**src/rtl/score_tracker.sv**
```systemverilog
// -----------------------------------------------------------------------------
// score_tracker
//
// Game score keeper that sits after the answer checker. It takes one-cycle
// correct/wrong pulses and keeps:
//   - a saturating score (no wrap-around at 2**WIDTH-1),
//   - a streak counter that saturates at COMBO_LEN and opens a combo mode
//     in which every correct answer earns COMBO_BONUS points,
//   - a win flag that latches once the score reaches TARGET,
//   - a high-score register that survives new_game and is cleared only by reset.
//
// Parameters:
//   WIDTH        score / high-score width in bits (2..16)
//   TARGET       win threshold, 1 <= TARGET <= 2**WIDTH-1
//   COMBO_LEN    consecutive correct answers needed to enter combo (1..15)
//   COMBO_BONUS  points per correct answer while in combo (1..2**WIDTH-1)
//
// Build option:
//   PENALTY_EN   when defined, a wrong answer also takes 1 point off the
//                score (floored at 0). The high score is never reduced.
//                The port list is identical in both builds.
//
// Ports:
//   clk           in   1      system clock, rising edge
//   reset         in   1      synchronous active-high, clears everything
//   new_game      in   1      synchronous clear of score/streak/FSM/win
//   is_correct    in   1      one-cycle pulse, correct answer
//   is_wrong      in   1      one-cycle pulse, wrong answer
//   score         out  WIDTH  current score (registered)
//   high_score    out  WIDTH  best score since reset (registered)
//   streak        out  4      consecutive-correct count (registered)
//   combo_active  out  1      FSM is in COMBO (registered)
//   win           out  1      FSM is in DONE (registered)
// -----------------------------------------------------------------------------
module score_tracker #(
    parameter int WIDTH       = 8,
    parameter int TARGET      = 20,
    parameter int COMBO_LEN   = 3,
    parameter int COMBO_BONUS = 2
) (
    input  logic             clk,
    input  logic             reset,
    input  logic             new_game,
    input  logic             is_correct,
    input  logic             is_wrong,
    output logic [WIDTH-1:0] score,
    output logic [WIDTH-1:0] high_score,
    output logic [3:0]       streak,
    output logic             combo_active,
    output logic             win
);

    // -------------------------------------------------------------------------
    // Constants sized to the datapath
    // -------------------------------------------------------------------------
    localparam logic [WIDTH:0]   MAX_SCORE_W = {1'b0, {WIDTH{1'b1}}};
    localparam logic [WIDTH:0]   ONE_W       = (WIDTH+1)'(1);
    localparam logic [WIDTH:0]   BONUS_W     = (WIDTH+1)'(COMBO_BONUS);
    localparam logic [WIDTH-1:0] TARGET_W    = WIDTH'(TARGET);
    localparam logic [3:0]       COMBO_LEN_W = 4'(COMBO_LEN);

    typedef enum logic [1:0] {
        ST_PLAY  = 2'd0,
        ST_COMBO = 2'd1,
        ST_DONE  = 2'd2
    } state_t;

    // -------------------------------------------------------------------------
    // State and next-state signals
    // -------------------------------------------------------------------------
    state_t           r_state;
    state_t           w_state_next;
    logic [WIDTH-1:0] r_score;
    logic [WIDTH-1:0] w_score_next;
    logic [WIDTH-1:0] r_high;
    logic [WIDTH-1:0] w_high_next;
    logic [3:0]       r_streak;
    logic [3:0]       w_streak_next;
    logic             r_combo;
    logic             r_win;

    // Decoded answer events: both pulses together cancel out.
    logic w_hit;
    logic w_miss;

    assign w_hit  = is_correct & ~is_wrong;
    assign w_miss = is_wrong & ~is_correct;

    // -------------------------------------------------------------------------
    // Saturating adders. Sums are formed one bit wider than the score so the
    // carry tells us when to clamp at the all-ones value.
    // -------------------------------------------------------------------------
    logic [WIDTH:0]   w_sum_one;
    logic [WIDTH:0]   w_sum_bonus;
    logic [WIDTH-1:0] w_score_plus_one;
    logic [WIDTH-1:0] w_score_plus_bonus;
    logic [3:0]       w_streak_inc;

    assign w_sum_one   = {1'b0, r_score} + ONE_W;
    assign w_sum_bonus = {1'b0, r_score} + BONUS_W;

    assign w_score_plus_one   = (w_sum_one   > MAX_SCORE_W) ? MAX_SCORE_W[WIDTH-1:0]
                                                            : w_sum_one[WIDTH-1:0];
    assign w_score_plus_bonus = (w_sum_bonus > MAX_SCORE_W) ? MAX_SCORE_W[WIDTH-1:0]
                                                            : w_sum_bonus[WIDTH-1:0];

    // In PLAY the streak is always below COMBO_LEN (<= 15), so this never wraps.
    assign w_streak_inc = r_streak + 4'd1;

    // Score after a wrong answer.
    logic [WIDTH-1:0] w_score_on_miss;

`ifdef PENALTY_EN
    // Lose one point, but never go below zero.
    assign w_score_on_miss = (r_score == '0) ? '0 : (r_score - WIDTH'(1));
`else
    assign w_score_on_miss = r_score;
`endif

    // -------------------------------------------------------------------------
    // Next-state / datapath logic
    // -------------------------------------------------------------------------
    always_comb begin
        w_state_next  = r_state;
        w_score_next  = r_score;
        w_streak_next = r_streak;

        if (new_game) begin
            w_state_next  = ST_PLAY;
            w_score_next  = '0;
            w_streak_next = '0;
        end else begin
            case (r_state)
                ST_PLAY: begin
                    if (w_hit) begin
                        // The answer that completes the streak scores +1;
                        // the bonus only starts with the next correct one.
                        w_score_next  = w_score_plus_one;
                        w_streak_next = w_streak_inc;
                        if (w_streak_inc == COMBO_LEN_W) begin
                            w_state_next = ST_COMBO;
                        end
                    end else if (w_miss) begin
                        w_score_next  = w_score_on_miss;
                        w_streak_next = '0;
                    end
                end

                ST_COMBO: begin
                    if (w_hit) begin
                        w_score_next = w_score_plus_bonus;
                    end else if (w_miss) begin
                        w_score_next  = w_score_on_miss;
                        w_streak_next = '0;
                        w_state_next  = ST_PLAY;
                    end
                end

                ST_DONE: begin
                    // Game over: answers are ignored until reset or new_game.
                end

                default: begin
                    w_state_next  = ST_PLAY;
                    w_score_next  = '0;
                    w_streak_next = '0;
                end
            endcase

            // Win check overrides any PLAY/COMBO transition on the same edge.
            if ((r_state == ST_PLAY || r_state == ST_COMBO) &&
                (w_score_next >= TARGET_W)) begin
                w_state_next = ST_DONE;
            end
        end

        // Tracked on every non-reset edge; a new_game drives score_next to 0
        // so the best score is naturally preserved.
        w_high_next = (w_score_next > r_high) ? w_score_next : r_high;
    end

    // -------------------------------------------------------------------------
    // State registers
    // -------------------------------------------------------------------------
    always_ff @(posedge clk) begin
        if (reset) begin
            r_state  <= ST_PLAY;
            r_score  <= '0;
            r_high   <= '0;
            r_streak <= '0;
            r_combo  <= 1'b0;
            r_win    <= 1'b0;
        end else begin
            r_state  <= w_state_next;
            r_score  <= w_score_next;
            r_high   <= w_high_next;
            r_streak <= w_streak_next;
            // Flags are registered from the next state so the outputs come
            // straight off flops rather than from a state decode.
            r_combo  <= (w_state_next == ST_COMBO);
            r_win    <= (w_state_next == ST_DONE);
        end
    end

    // -------------------------------------------------------------------------
    // Outputs
    // -------------------------------------------------------------------------
    assign score        = r_score;
    assign high_score   = r_high;
    assign streak       = r_streak;
    assign combo_active = r_combo;
    assign win          = r_win;

endmodule

```
**config.mk**
```make
export PLATFORM = sky130hd
export DESIGN_NAME = score_tracker
export DESIGN_NICKNAME = d
export VERILOG_FILES = /design/src/rtl/score_tracker.sv
export SDC_FILE = /design/constraint.sdc
export NUM_CORES = 1
export LEC_CHECK = 0
export CORE_MARGIN = 5
export CORE_UTILIZATION = 49
export CTS_CLUSTER_DIAMETER = 50
export CTS_CLUSTER_SIZE = 12
export DETAILED_ROUTE_END_ITERATION = 12
export PLACE_DENSITY = 0.81
export SLEW_MARGIN = 20
export SYNTH_ARGS = -nofsm -noshare
export SYNTH_HDL_FRONTEND = slang
export SYNTH_SLANG_ARGS = --single-unit
```
**constraint.sdc**
```tcl
create_clock -name clk -period 3.31 [get_ports clk]
set_clock_uncertainty 0.15 [all_clocks]
set_input_delay 0.4965 -clock clk [delete_from_list [all_inputs] [get_ports clk]]
set_output_delay 0.4965 -clock clk [all_outputs]
set_load 0.03 [all_outputs]
```
======== Word level (Yosys, flattened, before mapping) ========
Index checks and enable logic that the tools add are counted.
storage, ports and cells
  register bits ........................... 24
  input bits .............................. 5
  word-level logic and storage cells ...... 47
  output and inout bits ................... 22
operators by class
  order comparisons ....................... 4
  muxes and demuxes ....................... 18
  add/sub/neg operators ................... 3
  bitwise operators ....................... 5
  equality and inequality tests ........... 6
  reductions and logical operators ........ 5
operators by type and width
  operator                                                                number
  8-bit two-way mux                                                       6
  8-bit case mux with 3 select lines                                      1
  9-bit by 8-bit > comparator with 1-bit output (second input constant)   2
  2-bit two-way mux                                                       6
  4-bit two-way mux                                                       3
  4-bit case mux with 3 select lines                                      1
  8-bit by 1-bit adder with 9-bit output (second input constant)          1
  8-bit by 2-bit adder with 9-bit output (second input constant)          1
  8-bit by 5-bit >= comparator with 1-bit output (second input constant)  1
  8-bit > comparator                                                      1
  2-bit case mux with 3 select lines                                      1
  4-bit by 1-bit adder with 4-bit output (second input constant)          1
  2-bit by 1-bit equality test with 1-bit output (second input constant)  2
  2-bit equality test (second input constant)                             2
  4-bit by 2-bit equality test with 1-bit output (second input constant)  1
  1-bit inverter                                                          3
  1-bit AND                                                               2
  2-bit zero test                                                         1
  2-bit inequality test (second input constant)                           1
  2-bit AND reduction                                                     1
  2-bit OR reduction                                                      1
  1-bit logical AND                                                       1
  1-bit logical OR                                                        1

======== Logic depth before layout (Yosys ltp) ========
Gate-level depths: netlist (run 1).
  word-level depth ........................ 11
  depth in mapped cells ................... 15
  gate-level depth less buffers ........... 14

======== Worst setup path before layout (run 1) ========
OpenSTA, ideal clock, no wires.
  path type ............................... register to register
  start point ............................. register r_score[1], in the netlist score[1]
  end point ............................... register r_high[0], in the netlist high_score[0]
  slack ................................... -316 ps
  buffers on the path ..................... 1
  arrival ................................. 3359 ps
  library setup time ...................... 117 ps
  cell stages (with the launch flop) ...... 15
  data required time ...................... 3043 ps
  clock period less this slack ............ 3626 ps
  cell sequence ........................... dfxtp_1 > ha_1 > clkbuf_1 > nand2_1 > nor3_2 > o22ai_1 > o31a_1 > a311oi_2 > ha_1 > nor2b_1 > o21ai_0 > a21oi_1 > o21ai_1 > nor2_1 > a32o_1
between the ends
  longest elaborated chain between the ends .. 8
  elaborated cells on any way between the ends .. 12
  classes of those cells .................. 2 x add/sub; 3 x order compare; 7 x mux
RTL lines
  what                                                                                                     line      RTL
  start, declared                                                                                          73        logic [WIDTH-1:0] r_score;
  start signal, assigned                                                                                   195       r_score <= w_score_next;
  8-bit by 2-bit adder with 9-bit output / 8-bit by 1-bit adder with 9-bit output (equally long branches)  100, 99
  9-bit by 8-bit > comparator with 1-bit output (on tied branches)                                         104, 102
  8-bit two-way mux (on tied branches)                                                                     104, 102
  8-bit two-way mux (on tied branches)                                                                     150, 135
  8-bit case mux with 3 select lines *                                                                     133       case (r_state)
  8-bit two-way mux * (2 in series)                                                                        128       if (new_game) begin
  net w_score_next[1]                                                                                      74        logic [WIDTH-1:0] w_score_next;
  8-bit > comparator *                                                                                     179       w_high_next = (w_score_next > r_high) ? w_score_next : r_high;
  end signal, assigned                                                                                     196       r_high <= w_high_next;
  end, declared                                                                                            75        logic [WIDTH-1:0] r_high;
Mark *: on every way through the listed nets, which the timed path passes. The rest lies on a longest branch. The select of a mux whose other input is x is not followed.
A chain may end at the register's enable or synchronous reset.

======== Final worst setup path (run 1) ========
  start point ............................. input is_wrong
  end point ............................... register r_high[0], in the netlist high_score[0]
between the ends
  longest elaborated chain between the ends .. 7
  elaborated cells on any way between the ends .. 8
  classes of those cells .................. 1 x order compare; 5 x mux; 2 x bitwise
RTL lines
  what                                  line      RTL
  start, declared                       45        input logic is_wrong,
  1-bit inverter *                      86        assign w_hit = is_correct & ~is_wrong;
  1-bit AND *                           86
  8-bit two-way mux (on tied branches)  150, 135
  8-bit case mux with 3 select lines *  133
  8-bit two-way mux * (2 in series)     128
  net w_score_next[3]                   74
  8-bit > comparator *                  179
Marked as above.

==> summary.txt, run 1 <==
Run
  • Max-cap violations: 0

STA
  • Final setup fails: 0
  • Max-slew violations: 0
  • Final Hold Fails: 0
  • FMAX: 0.308 GHz
  • Worst-margin pin slew: 653 ps
  • Final Cycle Share: 0.982
  • RSZ-0062 raised after global routing: true
  • Slew headroom: 0.564
  • Minimum clock period: 3250 ps

Die
  • Die width: 72.5 microns
  • Die area: 5260 sq um
  • Num rows: 22
  • IO Count: 27
  • Initial Utilization: 0.515
  • Core area: 3720 sq um
  • Chip height: 72.5 microns

Yosys
  • Area contributors post-synth: dfxtp_1 25%, ha_1 9.8%, a21oi_1 3.7%, nor3_1 3.4%, nor2_1 3.3%
  • Mean Syn Cell Area: 8.01 sq um
  • Syn_nets: 259
  • Seq/Total Area, Yosys: 0.251
  • Most frequent cell after synthesis: dfxtp_1
  • Top cell type's share of synthesized area: 0.251
  • Synthesized instance count: 239
  • Post-synth EDFFs: 0
  • Top cell type by total area after synthesis: dfxtp_1
  • Unique cell type count in the Yosys netlist: 65
  • Post-synthesis async set-or-reset flop share: 0
  • Post-synth top cells: 24 x dfxtp_1, 17 x nor2_1, 16 x nand2_1
  • #FFs+latches synth: 24
  • Top_reg_cell synth: dfxtp_1
  • Synth Cell Area: 1910 sq um
  • Syn. warnings: 0

Route
  • ANT nets after route: 0
  • Number of remaining DRC errors: 0
  • WL/cell: 17.8 microns
  • DRT Pass-1 Iters: 5
  • DR vias/cell: 6.06
  • Drt total wl: 6270 microns
  • Via count: 2132
  • Initial DRC Count: 278

Critical path
  • Critical path, cell by cell: dlygate4sd2_1, buf_6, nor2b_4, clkdlybuf4s15_2, buf_4, nand3_1, a32oi_1, nor2_1, ha_1, o21ai_0, a21oi_2, o21ai_4, nor2_1, a32o_1
  • Req. time, crit path: 3330 ps
  • CP Launch Type: input pin
  • Crit Path Category: in2reg
  • Crit path arrival time: 3270 ps
  • CP top delay family: compound AO/OA/AOI/OAI gates
  • Crit path top cell by count: nor2_1
  • Slowest Stage Delay on Critical Path: 400 ps
  • Buffer and inverter count on the worst path: 4
  • Slowest CP cell: o21ai_0
  • Critical Path Sink Type: flop
  • Critical path fanouts, max: 8

Layout
  • Area Overhead vs Synth: 42.4%
  • Nets@finish: 325
  • Fill cell count: 273
  • N_diodes: 0
  • Final Util: 0.734
  • Ratio of cells with drive above 1 in the final layout: 0.336
  • Finished Layout Cells: 352

Clocking
  • TritonCTS Buffers: 3
  • H-tree Lvls: 1
  • Clock transition at path regs: 80 ps
  • Clk buf depth: 2
  • Root Driver: clkbuf_8
  • Cts hold-fix bufs: 0
  • # clock sinks: 24
  • CTS tree: done
  • Clock Latency Late Sink: 280 ps

Global route
  • Largest net degree at the start of global routing: 20
  • Number of antenna violations at the first check in global routing: 0
  • Gr ovfl total: 0
  • Overall routing resource usage: 0.231
  • Vias in the first global route: 1974
  • Global-route wire length before repair: 9490 microns

Place
  • Post-Place Cells: 340
  • GPL Wtd Cong: 0.962
  • Dpl hpwl: 4380 microns
  • Port buffer count: 26

Power and ir drop
  • Peak VDD IR: 0.280 mV
  • Cell area power density: 268 nW/um^2
  • Leak Pwr: 1.07 nW

Status
  • Outcome: completed

Hold path
  • Hold Crit Class: reg2reg
==> cell type report <==
type                    count  area [sq um]  area share
multi-input cells         185          1390       0.511
repair buffers             77           656       0.240
flip-flops and latches     24           493       0.181
well taps                  48          60.1      0.0220
inverters                  14          52.6      0.0193
clock buffers               3          41.3      0.0151
clock inverters             1          30.0      0.0110
==> timing repair <==
item	CTS	global route
resized for setup	15	16
endpoints found under the setup margin	8	8
pin swaps	6	4
buffers inserted	6	1
cloned	1	0
==> state kept, by name, summed over array words and instances, names as in the netlist <==
name and count:
high_score 8, r_state 2, streak 4, combo_active 1, score 8, win 1
==> power breakdown <==
| part | internal, mW | switching, mW |
|---|---|---|
| sequential | 0.292 | 0.00595 |
| combinational | 0.0788 | 0.0899 |
| clock | 0.162 | 0.101 |
| total | 0.533 | 0.197 |
==> metrics by stage <==
step / TNS (ps) / setup slack, ps / power [mW] / area [sq um] / hold slack (ps)
floorplan: 0 / 22.1 / 0.384 / 1920 / 442
global placement: -2100 / -342 / 0.433 / 2500 / 323
detailed placement: -3170 / -481 / 0.437 / 2500 / 331
CTS: 0 / 67.9 / 0.721 / 2670 / 350
global route: -521 / -95.3 / 0.758 / 2730 / 384
finish: 0 / 59.2 / 0.730 / 2730 / 363
==> layout by cell type, fill, tap and decap left out, drive strengths merged, types with 5 or more instances in the layout <==
| master | count |
|---|---|
| ha | 15 |
| o21ai | 10 |
| dfxtp | 24 |
| nand4 | 6 |
| buf | 50 |
| nor2b | 7 |
| nor2 | 17 |
| nand2 | 16 |
| inv | 14 |
| nand2b | 6 |
| clkdlybuf4s50 | 24 |
| nand3 | 12 |
| a21oi | 14 |
| and2 | 5 |
| a31oi | 9 |
| nor3 | 14 |
==> per-layer routing <==
layer / global-route usage / routed length [microns]
met3: 0.0360 / 477
met4: 0.105 / 215
met5: 0 / 0
met2: 0.378 / 3000
met1: 0.298 / 2570
==> path summary, 6_finish.rpt <==
| path | startpoint | end | slack, ps | cells after the start |
|---|---|---|---|---|
| setup / recovery | is_wrong | high_score[0] | 60 | 14 |
| hold / removal | high_score[3] | high_score[3] | 360 | 2 |
| setup reg to reg | score[1] | high_score[3] | 100 | 14 |
| hold reg to reg | high_score[3] | high_score[3] | 360 | 2 |
==> worst min-delay path, stage by stage (launching register included) <==
cell,delay (ps)
dfxtp_1,330
nand2_1,90
a21oi_2,60
==> cells by family after synthesis <==
family          count (synthesis)  share of synthesized area
simple gates                   99                      0.292
compound gates                 62                      0.252
fa+ha+maj                      15                     0.0980
flops                          24                      0.251
mux                             4                     0.0216
xor+xnor                        5                     0.0229
buf+inv                        30                     0.0627
Note: power is estimated with default switching activity, not from simulation.
==> inputs of run 2 (changes only) <==
CTS_CLUSTER_SIZE = 10   (was 12)
HOLD_SLACK_MARGIN = 0.15   (was not set)
==> results of run 2 <==
Same layout as run 1: the final DEF is identical, and so are final timing and power.
